File: src/rtl/systolic_pkg.sv
// Shared definitions for the systolic array front end.
// Provides default element width and matrix dimension, the per-bank
// occupancy enum, and the row/col counter width helper.
package systolic_pkg;

   localparam int unsigned DefWidth = 4;
   localparam int unsigned DefSize  = 3;

   typedef enum logic [1:0] {
      BankEmpty,
      BankFilling,
      BankFull
   } bank_state_e;

   // Counter width is $clog2(size); a 1x1 matrix still needs a 1-bit index.
   function automatic int unsigned cnt_width(input int unsigned size);
      return (size > 1) ? $clog2(size) : 1;
   endfunction

endpackage

File: src/rtl/matrix_bank.sv
// One SIZE x SIZE element register array.
// Ports:
//   clock  - rising-edge clock
//   clear  - synchronous clear of all elements to zero (has priority)
//   we     - write enable for the element at [row][col]
//   row    - row index of the write
//   col    - column index of the write
//   wdata  - element written
//   data   - full array contents, index [row][col]
module matrix_bank
   import systolic_pkg::*;
#(
   parameter int unsigned WIDTH = DefWidth,
   parameter int unsigned SIZE  = DefSize,
   parameter int unsigned CNT_W = cnt_width(SIZE)
) (
   input  logic             clock,
   input  logic             clear,
   input  logic             we,
   input  logic [CNT_W-1:0] row,
   input  logic [CNT_W-1:0] col,
   input  logic [WIDTH-1:0] wdata,
   output logic [WIDTH-1:0] data [SIZE][SIZE]
);

   logic [WIDTH-1:0] mem_q [SIZE][SIZE];

   always_ff @(posedge clock) begin
      if (clear) begin
         for (int r = 0; r < int'(SIZE); r++) begin
            for (int c = 0; c < int'(SIZE); c++) begin
               mem_q[r][c] <= '0;
            end
         end
      end else if (we) begin
         for (int r = 0; r < int'(SIZE); r++) begin
            for (int c = 0; c < int'(SIZE); c++) begin
               if (row == CNT_W'(r) && col == CNT_W'(c)) begin
                  mem_q[r][c] <= wdata;
               end
            end
         end
      end
   end

   assign data = mem_q;

endmodule

File: src/rtl/matrix_loader.sv
// Ping-pong matrix loader: assembles a row-major element stream into
// SIZE x SIZE matrices and hands them to the downstream skew stage.
// Ports:
//   clock, reset         - rising-edge clock, synchronous active-high reset
//   in_valid/in_ready    - element handshake; in_data is the element,
//                          in_last marks the final element of a matrix
//   mat_valid/mat_ready  - matrix handshake; mat_data is [row][col]
//   err                  - sticky framing error (bad in_last placement)
module matrix_loader
   import systolic_pkg::*;
#(
   parameter int unsigned WIDTH = DefWidth,
   parameter int unsigned SIZE  = DefSize
) (
   input  logic             clock,
   input  logic             reset,
   input  logic             in_valid,
   output logic             in_ready,
   input  logic [WIDTH-1:0] in_data,
   input  logic             in_last,
   output logic             mat_valid,
   input  logic             mat_ready,
   output logic [WIDTH-1:0] mat_data [SIZE][SIZE],
   output logic             err
);

   localparam int unsigned    CntW    = cnt_width(SIZE);
   localparam logic [CntW-1:0] LastIdx = CntW'(SIZE - 1);

   bank_state_e [1:0] state_q, state_d;
   logic              wr_ptr_q, wr_ptr_d;
   logic              rd_ptr_q, rd_ptr_d;
   logic [CntW-1:0]   row_q, row_d;
   logic [CntW-1:0]   col_q, col_d;
   logic              err_q, err_d;

   logic       push;
   logic       pop;
   logic       last_elem;
   logic [1:0] bank_we;

   logic [WIDTH-1:0] bank0_data [SIZE][SIZE];
   logic [WIDTH-1:0] bank1_data [SIZE][SIZE];

   assign in_ready  = (state_q[wr_ptr_q] != BankFull);
   assign mat_valid = (state_q[rd_ptr_q] == BankFull);
   assign err       = err_q;

   assign push      = in_valid & in_ready;
   assign pop       = mat_valid & mat_ready;
   assign last_elem = (row_q == LastIdx) && (col_q == LastIdx);

   // Release and completion always target different banks (the read bank is
   // FULL, the write bank is not), so both updates can be applied together.
   always_comb begin
      state_d  = state_q;
      wr_ptr_d = wr_ptr_q;
      rd_ptr_d = rd_ptr_q;
      row_d    = row_q;
      col_d    = col_q;
      err_d    = err_q;
      bank_we  = '0;

      if (pop) begin
         state_d[rd_ptr_q] = BankEmpty;
         rd_ptr_d          = ~rd_ptr_q;
      end

      if (push) begin
         bank_we[wr_ptr_q] = 1'b1;
         if (last_elem) begin
            // Commit even if in_last is missing; flag the framing slip.
            state_d[wr_ptr_q] = BankFull;
            wr_ptr_d          = ~wr_ptr_q;
            row_d             = '0;
            col_d             = '0;
            if (!in_last) begin
               err_d = 1'b1;
            end
         end else if (in_last) begin
            // Early in_last: drop the partial matrix and restart at [0][0].
            state_d[wr_ptr_q] = BankEmpty;
            row_d             = '0;
            col_d             = '0;
            err_d             = 1'b1;
         end else begin
            state_d[wr_ptr_q] = BankFilling;
            if (col_q == LastIdx) begin
               col_d = '0;
               row_d = row_q + CntW'(1);
            end else begin
               col_d = col_q + CntW'(1);
            end
         end
      end
   end

   always_ff @(posedge clock) begin
      if (reset) begin
         state_q  <= {BankEmpty, BankEmpty};
         wr_ptr_q <= 1'b0;
         rd_ptr_q <= 1'b0;
         row_q    <= '0;
         col_q    <= '0;
         err_q    <= 1'b0;
      end else begin
         state_q  <= state_d;
         wr_ptr_q <= wr_ptr_d;
         rd_ptr_q <= rd_ptr_d;
         row_q    <= row_d;
         col_q    <= col_d;
         err_q    <= err_d;
      end
   end

   matrix_bank #(
      .WIDTH (WIDTH),
      .SIZE  (SIZE),
      .CNT_W (CntW)
   ) u_bank0 (
      .clock (clock),
      .clear (reset),
      .we    (bank_we[0]),
      .row   (row_q),
      .col   (col_q),
      .wdata (in_data),
      .data  (bank0_data)
   );

   matrix_bank #(
      .WIDTH (WIDTH),
      .SIZE  (SIZE),
      .CNT_W (CntW)
   ) u_bank1 (
      .clock (clock),
      .clear (reset),
      .we    (bank_we[1]),
      .row   (row_q),
      .col   (col_q),
      .wdata (in_data),
      .data  (bank1_data)
   );

   always_comb begin
      for (int r = 0; r < int'(SIZE); r++) begin
         for (int c = 0; c < int'(SIZE); c++) begin
            mat_data[r][c] = rd_ptr_q ? bank1_data[r][c] : bank0_data[r][c];
         end
      end
   end

endmodule

File: config.mk
export PLATFORM = sky130hd
export DESIGN_NAME = matrix_loader
export DESIGN_NICKNAME = d
export VERILOG_FILES = /design/src/rtl/systolic_pkg.sv /design/src/rtl/matrix_bank.sv /design/src/rtl/matrix_loader.sv
export SDC_FILE = /design/constraint.sdc
export NUM_CORES = 1
export LEC_CHECK = 0
export CAP_MARGIN = 20
export CORE_ASPECT_RATIO = 2
export CORE_MARGIN = 2
export CORE_UTILIZATION = 50
export CTS_CLUSTER_DIAMETER = 30
export CTS_CLUSTER_SIZE = 20
export DETAILED_ROUTE_END_ITERATION = 7
export HOLD_SLACK_MARGIN = 0.1
export PLACE_DENSITY = 0.71
export RECOVER_POWER = 50
export SETUP_SLACK_MARGIN = 0.1
export SLEW_MARGIN = 0
export SYNTH_ARGS = -nofsm -noshare
export SYNTH_HDL_FRONTEND = slang
export SYNTH_SLANG_ARGS = --single-unit
File: constraint.sdc
create_clock -name clock -period 4.1 [get_ports clock]
set_clock_uncertainty 0.1 [all_clocks]
set_input_delay 0.82 -clock clock [delete_from_list [all_inputs] [get_ports clock]]
set_output_delay 0.82 -clock clock [all_outputs]
set_load 0.01 [all_outputs]
Word level (Yosys, flattened, before mapping). Index checks and enable logic that the tools add are counted.

Register bits: 83. Output and inout bits: 39.

Add/sub/neg operators: 2. Multiplexer cells: 33. Bitwise logic cells: 14. Order comparisons: 4. Reductions and logical operators: 36. Equal/unequal tests: 7.

Operators with widths (number): 2-to-1 mux 4 bit (13); AND reduction 2 bit (20); 2-to-1 mux 2 bit (13); logical AND 1 bit (11); AND 4 bit (2); NOT 4 bit (2); == test 2 bit (second input constant) (3); adder 2 x 1 -> 2 bit (second input constant) (2); AND 2 bit (2); demux 2 bit (select 1 bit) (2); == test 2 x 1 -> 1 bit (second input constant) (2); zero test 2 bit (2); < comparator 1 x 2 -> 1 bit (second input constant) (2); 2-to-1 mux 1 bit (4); inequality test 2 bit (second input constant) (2); NOT 2 bit (2); bitwise OR 2 bit (2); AND reduction 3 bit (1); nonzero test 3 bit (1); AND 1 bit (2); greater-or-equal comparator 1 bit (second input constant) (2); NOT 1 bit (2); nonzero test 2 bit (1); demux 1 bit (select 1 bit) (1).

Longest topological paths before layout. Gate-level depths: netlist of the first run.

Depth after elaboration: 11. Mapped depth: 9. Gate-level depth less buffers: 8.

Modules after synthesis. From an unflattened synthesis of the first run, not the netlist that was laid out.

Cells, all modules: 384. Area total of the unflattened synthesis: 3972.6 um^2.

Modules (own cells, without submodules): matrix_bank (cells each 136, area an instance 1463.9 um^2, sequential area each 720.7 um^2, times used 2); matrix_loader (cells each 112, area an instance 1044.8 um^2, sequential area each 220.2 um^2, times used 1).

Worst setup path after synthesis of the first run. OpenSTA, ideal clock, no wires.

Path type: register to output. From: register rd_ptr_q. To: output port mat_data[28] (netlist bit). Cell stages (with the launch flop): 4. Arrival time: 1160 ps. Path slack: 2020 ps. Required time: 3180 ps. Buffers on the path: 2. Cell sequence: dfxtp_1 > clkbuf_1 > clkbuf_1 > mux2_2.

RTL lines: from (decl) (line matrix_loader.sv:32) `logic rd_ptr_q, rd_ptr_d;`; from (signal assigned) (line matrix_loader.sv:109) `rd_ptr_q <= rd_ptr_d;`; to (decl) (line matrix_loader.sv:23) `output logic [WIDTH-1:0] mat_data [SIZE][SIZE],`.

==> results.toml, run 1 <==
[outcome]
status = "completed"

[logic_synthesis]
synth_fp_nets = 382
synth.distinct_cells = 29
synth_top_area_share_pct = 44.41
syn-cell-area_um2 = 3741
synth_top_cell_by_area = "dfxtp_1"
syn_area_per_cell_um2 = 10.14
synth-edff-count = 0
ys_ff_latch = 83
synth.most_common_cell = "dfxtp_1"
synth-seq-area-share_pct = 44.41
synth_common_cells = "83 x dfxtp_1, 76 x nor2_1, 72 x mux2i_1"
synthFlopType = "dfxtp_1"
synth_area_leaders = "dfxtp_1 44%, mux2i_1 19%, mux2_2 11%"
async_flop_share_pct = 0
yosysWarnings = 0
synthCells = 369

[die]
start_util_pct = 51.48
core_region_area_um2 = 7267
die_h_um = 126.3
die_w_um = 65.17
io_pins = 48
rows = 44
die_area_um2 = 8232

[pwr]
p_per_area_nw_per_um2 = 391.6
p_leak_uw = 0.002161
ir_drop_uv = 280.3

[sta]
setup_slack_ns = 1.137
finalMaxSlewViolations = 0
period_share_pct = 72.26
rsz0062_at_grt = "false"
setup_viol = 0
tightest_slew_ns = 0.9011
hold_violations = 0
setup_tns_ns = 0
layout_min_cycle_time_ns = 2.963
max_freq_mhz = 337.5
slew_headroom_pct = 39.92

[routing]
wl_per_cell_um = 16.01
wl_met1_um = 3397
vias_per_cell = 5.317
num_vias = 2648
wl_um = 7972
drt_iter0_markers = 130
wl_met2_um = 4165
first_pass_iters = 4
detail_route.drc_violations = 0
ant_nets = 0
highest_layer = "met4"
wl_met3_um = 244

[global_route]
grt_pass1_vias = 2574
grt_overflow = 0
grt_usage_pct = 20.38
grt_pass1_wl_um = 12830
antenna_found_initial = 0
grt_max_degree = 52

[clock_tree]
post-cts-setup-buffer-count = 0
clk_latency_ns = 0.34
cts_hold_buf = 0
numCtsBuffers = 9
cts_resized = 0
cts-root-buf = "clkbuf_16"
htreeDepth = 3
clkSinkCount = 83
cts_tree = "done"
clock_path_buffers = 2
path_clk_slew_ns = 0.06

[setup_path]
required_ns = 3.18
critical_path_class = "register to primary output"
cp-start-kind = "register"
rrSetupSlack_ns = 1.99
cp.arrival_ns = 2.04
worstSetupEndpointType = "primary output"
path_max_fanout = 42

[worst_hold_path]
hold_class = "register to register"

[run]
drv_cap = 0

[placement]
gp_congestion = 0.8109
dp_hpwl_um = 5297
pre_cts_ws_ns = 1.277
port_buffers = 47

[final_layout]
area_delta_synth_final_pct = 18.43
drive_above_1_share_pct = 14.29
nets = 414
diodes = 0
==> area by class of cell <==
type                    count  area, um^2
multi-input cells         253        1841
fillers                   670        2836
well taps                  92       115.1
inverters                   5       18.77
clock inverters             4       47.55
repair buffers             49       480.5
clock buffers              12       266.5
flip-flops and latches     83        1662
==> cell usage in the layout (no fill, tap or decap), types with 3 or more instances in the layout <==
cell	instances
dfxtp_1	83
a21oi_1	12
mux2i_1	72
ha_1	4
mux2_2	36
nor2_1	76
nand3_1	8
nand2_1	9
nor2b_1	3
inv_1	5
clkbuf_8	3
clkbuf_16	9
nand2b_1	3
nand4_1	17
clkdlybuf4s50_1	43
dlygate4sd3_1	3
==> per-layer routing <==
layer,global-route usage (%),vias up
li1,-,1331
met1,24.16,1272
met2,34.51,36
met3,4.787,9
met4,8.701,0
met5,0,-
==> critical path, stage by stage (launching register included) <==
cell             delay, ns
dfxtp_1               0.31
buf_4                 0.46
mux2_2                0.42
clkdlybuf4s50_1       0.48
==> metrics by stage <==
step | hold WS, ns | utilization, % | power [uW] | instances | area [um^2]
floorplan | 0.3442 | - | 893.7 | 369 | 3741
finish | 0.3727 | 60.97 | 1735 | 498 | 4431
detailed placement | 0.3600 | 57.85 | 925.5 | 482 | 4204
global placement | 0.3535 | 57.85 | 924.4 | 482 | 4204
global route | 0.3871 | 60.97 | 1788 | 498 | 4431
CTS | 0.3761 | 62.17 | 1756 | 498 | 4518
==> report_power, final <==
part / internal (uW) / total (uW) / switching, uW
registers: 814 / 819 / 4.48
logic: 33.6 / 85.2 / 51.5
clock network: 519 / 831 / 312
total: 1370 / 1740 / 368
==> logic make-up (layout without fill, tap and decap cells) <==
group | Yosys count | in the layout | share of synthesized area [%]
multiplexers | 108 | 108 | 30.10
AO/OA/AOI/OAI | 18 | 18 | 2.809
adder cells (fa/ha/maj) | 4 | 4 | 1.338
buffers and inverters | 33 | 70 | 4.047
flip-flops | 83 | 83 | 44.41
AND/OR/NAND/NOR | 123 | 123 | 17.29
==> path summary, 6_finish.rpt <==
check                   startpoint  cells past startpoint                      endpoint
max          rd_ptr_q$_SDFFE_PP0N_                      3                  mat_data[14]
min reg2reg       err$_SDFFE_PP0P_                      2              err$_SDFFE_PP0P_
max reg2reg  wr_ptr_q$_SDFFE_PP0P_                      4  u_bank0.data[5]$_SDFFE_PP0P_
min               err$_SDFFE_PP0P_                      2              err$_SDFFE_PP0P_
==> flip-flops by register name, summed over array words and instances, names as in the netlist <==
register / cells
row_q: 2
rd_ptr_q: 1
wr_ptr_q: 1
err: 1
col_q: 2
u_bank1.data: 36
u_bank0.data: 36
state_q: 4
Note: power is estimated with default switching activity, not from simulation.
==> run 2: changes to the inputs <==
==> constraint.sdc (replaced) <==
create_clock -name clock -period 2.8 [get_ports clock]
set_clock_uncertainty 0.1 [all_clocks]
set_input_delay 0.56 -clock clock [delete_from_list [all_inputs] [get_ports clock]]
set_output_delay 0.56 -clock clock [all_outputs]
set_load 0.01 [all_outputs]
==> run 2 against run 1 <==
Flip-flop and latch count did not move. Cell count rose by 1.0%. Critical path depth did not move. Global-route usage rose by 0.94 points. Critical path type unchanged. Highest routed layer unchanged.
==> results.toml, run 2 (synthesis results as in run 1) <==
[routing]
wl_um = 8133
highest_layer = "met4"
num_vias = 2712
first_pass_iters = 4
wl_per_cell_um = 16.17
detail_route.drc_violations = 0
wl_met1_um = 3471
wl_met2_um = 4186
ant_nets = 0
wl_met3_um = 229
drt_iter0_markers = 143
vias_per_cell = 5.392

[die]
die_area_um2 = 8232
rows = 44
start_util_pct = 51.48
die_w_um = 65.17
core_region_area_um2 = 7267
die_h_um = 126.3
io_pins = 48

[worst_hold_path]
min-delay-start = "err$_SDFFE_PP0P_"
whs_endpoint = "err$_SDFFE_PP0P_"
hold_class = "register to register"
min_path_cells = 2

[final_layout]
fillers = 647
final_util_pct = 61.88
nets = 419
drive_above_1_share_pct = 14.36
layout_common_cells = "83 x dfxtp_1, 76 x nor2_1, 72 x mux2i_1"
layout_commonest_cell = "dfxtp_1"
diodes = 0
area_delta_synth_final_pct = 20.20

[global_route]
grt_pass1_wl_um = 13420
antenna_found_initial = 0
grt_pass1_vias = 2740
grt_usage_pct = 21.32
grt_max_degree = 84
grt_overflow = 0

[outcome]
status = "completed"

[sta]
slew_headroom_pct = 47.55
setup_viol = 0
hold_ws_ns = 0.3721
hold_violations = 0
max_freq_mhz = 399.0
tightest_slew_ns = 0.7844
finalMaxSlewViolations = 0
rsz0062_at_grt = "false"
setup_tns_ns = 0
layout_min_cycle_time_ns = 2.506
period_share_pct = 89.50

[placement]
port_buffers = 47
gp_congestion = 0.8200
dp_hpwl_um = 5364

[clock_tree]
clkSinkCount = 83
cts_hold_buf = 0
cts_tree = "done"
post-cts-setup-buffer-count = 0
path_clk_slew_ns = 0.06
numCtsBuffers = 9
clock_path_buffers = 2
cts_resized = 0
clk_latency_ns = 0.34
htreeDepth = 3
cts-root-buf = "clkbuf_16"

[setup_path]
worstSetupEndpointType = "primary output"
ff2ff_path_depth = 5
cp.arrival_ns = 1.85
path_max_fanout = 42
required_ns = 2.14
r2r-start = "wr_ptr_q$_SDFFE_PP0P_"
cp-start-kind = "register"
rrSetupSlack_ns = 0.86
critical_path_class = "register to primary output"
timing.rr.end = "u_bank1.data[15]$_SDFFE_PP0P_"

[pwr]
p_per_area_nw_per_um2 = 584.5
p_leak_uw = 0.002185
ir_drop_uv = 493.1

[run]
drv_cap = 0
run 2: cell types whose count changed in the layout (fill, tap and decap cells not counted), sizes merged:
cell / delta
bufinv: +1
clkinv: -1
clkbuf: +3
buf: +2
run 2: worst max-delay path by stage:
stage | depth (start not counted) | slack [ns] | from | end
floorplan | 3 | 0.98 | rd_ptr_q$_SDFFE_PP0N_ | mat_data[28]
global placement | 6 | 0.44 | in_valid | u_bank1.data[11]$_SDFFE_PP0P_
detailed placement | 6 | 0.44 | in_valid | u_bank1.data[8]$_SDFFE_PP0P_
CTS | 3 | 0.28 | rd_ptr_q$_SDFFE_PP0N_ | mat_data[19]
global route | 3 | 0.24 | rd_ptr_q$_SDFFE_PP0N_ | mat_data[23]
finish | 3 | 0.29 | rd_ptr_q$_SDFFE_PP0N_ | mat_data[19]
run 2: critical path, cell delays in order (launching register included):
cell	delay [ns]
dfxtp_1	0.36
buf_12	0.25
mux2_2	0.38
clkdlybuf4s50_1	0.48
run 2: power by group:
| part | internal [uW] | switching [uW] | leakage (uW) |
|---|---|---|---|
| combinational | 51.9 | 77.2 | 0.00136 |
| sequential | 1190 | 6.25 | 0.000670 |
| clock | 828 | 472 | 0.000159 |
| total | 2070 | 556 | 0.00219 |
run 2: per-stage QoR:
step                power (uW)  instance area, um^2  cells  setup WS (ns)
floorplan                 1309                 3741    369         0.9800
finish                    2628                 4497    503         0.2940
detailed placement        1360                 4267    487         0.4440
CTS                       2646                 4596    503         0.2820
global placement          1359                 4267    487         0.4438
global route              2693                 4497    503         0.2434
run 2: area by class of cell:
cell class                      instances  area, um^2  share of cell area [%]
Sequential cell                        83        1662                   36.95
Clock inverter                          4       72.57                   1.614
Timing Repair Buffer                   54       531.8                   11.83
Clock buffer                           12       256.5                   5.704
Tap cell                               92       115.1                   2.560
Multi-Input combinational cell        253        1841                   40.93
Inverter                                5       18.77                  0.4174
run 2: per-layer routing:
metal / global-route usage (%) / vias to the layer above
met5: 0 / -
met4: 11.03 / 0
met3: 3.723 / 15
met2: 36.49 / 47
met1: 24.87 / 1311
li1: - / 1339
==> run 3: changes to the inputs <==
--- a/config.mk
+++ b/config.mk
@@ -5,18 +5,21 @@
 export SDC_FILE = /design/constraint.sdc
 export NUM_CORES = 1
 export LEC_CHECK = 0
-export CAP_MARGIN = 20
+export CAP_MARGIN = 10
+export CELL_PAD_IN_SITES_DETAIL_PLACEMENT = 0
+export CELL_PAD_IN_SITES_GLOBAL_PLACEMENT = 1
 export CORE_ASPECT_RATIO = 2
 export CORE_MARGIN = 2
-export CORE_UTILIZATION = 50
+export CORE_UTILIZATION = 43
 export CTS_CLUSTER_DIAMETER = 30
 export CTS_CLUSTER_SIZE = 20
 export DETAILED_ROUTE_END_ITERATION = 7
 export HOLD_SLACK_MARGIN = 0.1
-export PLACE_DENSITY = 0.71
+export PLACE_DENSITY = 0.77
 export RECOVER_POWER = 50
 export SETUP_SLACK_MARGIN = 0.1
 export SLEW_MARGIN = 0
 export SYNTH_ARGS = -nofsm -noshare
 export SYNTH_HDL_FRONTEND = slang
 export SYNTH_SLANG_ARGS = --single-unit
+export TNS_END_PERCENT = 1
==> run 3 against run 2 <==
Clock power down 10%. First-iteration DRC count is 34% lower. Flip-flop and latch count unchanged.
==> results.toml, run 3 (synthesis results as in run 1) <==
[placement]
dp_hpwl_um = 5809
port_buffers = 47
gp_congestion = 0.7631

[worst_hold_path]
min-delay-start = "state_q[0]$_SDFF_PP0_"
hold_class = "register to register"

[clock_tree]
cts_resized = 0
cts-root-buf = "clkbuf_16"
path_clk_slew_ns = 0.06
clk_latency_ns = 0.33
numCtsBuffers = 9
post-cts-setup-buffer-count = 0
clock_path_buffers = 2
htreeDepth = 3
cts_tree = "done"
clkSinkCount = 83
cts_hold_buf = 0

[routing]
num_vias = 2690
first_pass_iters = 4
vias_per_cell = 5.275
wl_um = 8605
wl_per_cell_um = 16.87
drt_iter0_markers = 94
detail_route.drc_violations = 0
ant_nets = 0

[final_layout]
drive_above_1_share_pct = 14.63
fillers = 842
area_delta_synth_final_pct = 19.60
layout_common_cells = "82 x dfxtp_1, 76 x nor2_1, 72 x mux2i_1"
nets = 418
layout_commonest_cell = "dfxtp_1"
diodes = 0

[setup_path]
required_ns = 2.14
r2r-start = "wr_ptr_q$_SDFFE_PP0P_"
cp-start-kind = "register"
cp-startpoint = "rd_ptr_q$_SDFFE_PP0N_"
worstSetupEndpointType = "primary output"
cp.arrival_ns = 1.94
critical_path_class = "register to primary output"
path_max_fanout = 14

[sta]
max_freq_mhz = 384.0
period_share_pct = 93.01
hold_violations = 0
finalMaxSlewViolations = 0
setup_tns_ns = 0
slew_headroom_pct = 44.52
setup_viol = 0
rsz0062_at_grt = "false"
layout_min_cycle_time_ns = 2.604
tightest_slew_ns = 0.8296

[die]
core_region_area_um2 = 8528
io_pins = 48
die_area_um2 = 9508
die_h_um = 135.9
start_util_pct = 43.87
rows = 48
die_w_um = 69.96

[global_route]
grt_usage_pct = 18.76
grt_overflow = 0
antenna_found_initial = 0
grt_pass1_wl_um = 13990
grt_max_degree = 84
grt_pass1_vias = 2701

[pwr]
p_per_area_nw_per_um2 = 558.8
power.total_uw = 2500
ir_drop_uv = 479.9
p_leak_uw = 0.002190

[outcome]
status = "completed"

[run]
drv_cap = 0
## run 3: routing by layer
metal	track usage, %	up-vias	part of all wire [%]
li1	-	1342	-
met1	22.34	1298	43
met2	33.49	40	53
met3	3.484	10	2.3
met4	6.410	0	1.4
met5	0	-	0
## run 3: through the flow
step | utilization (%) | hold WS [ns] | instance area [um^2] | worst slack, ns | cells
floorplan | - | 0.3442 | 3741 | 0.9800 | 369
global placement | 50.07 | 0.3575 | 4270 | 0.5354 | 494
detailed placement | 50.07 | 0.3623 | 4270 | 0.5309 | 494
CTS | 53.55 | 0.3756 | 4567 | 0.1857 | 510
global route | 52.46 | 0.3854 | 4474 | 0.1367 | 510
finish | 52.46 | 0.3786 | 4474 | 0.1956 | 510
## run 3: final cells by class
class	instances	area (um^2)	area share, %
Multi-Input combinational cell	253	1843	41.19
Timing Repair Buffer	53	528.0	11.80
Clock inverter	4	50.05	1.119
Sequential cell	83	1663	37.16
Clock buffer	12	246.5	5.509
Inverter	5	18.77	0.4195
Tap cell	100	125.1	2.796
## run 3: worst max-delay path, cell delays in order, from the launching register on
cell and delay (ns):
dfxtp_2 0.53, buf_4 0.24, mux2_2 0.36, clkdlybuf4s50_1 0.48
## run 3: power by group
group	internal [uW]	switching, uW	total (uW)
Sequential	1190	6.99	1200
Combinational	52.7	78.3	131
Clock	714	456	1170
## run 3: worst paths after layout
kind / cells after the start / slack, ns / to
worst min-delay path: 2 / 0.38 / state_q[0]$_SDFF_PP0_
worst max-delay path: 3 / 0.20 / mat_data[1]
worst max register to register: 5 / 0.73 / u_bank1.data[23]$_SDFFE_PP0P_
worst min register to register: 2 / 0.38 / state_q[0]$_SDFF_PP0_
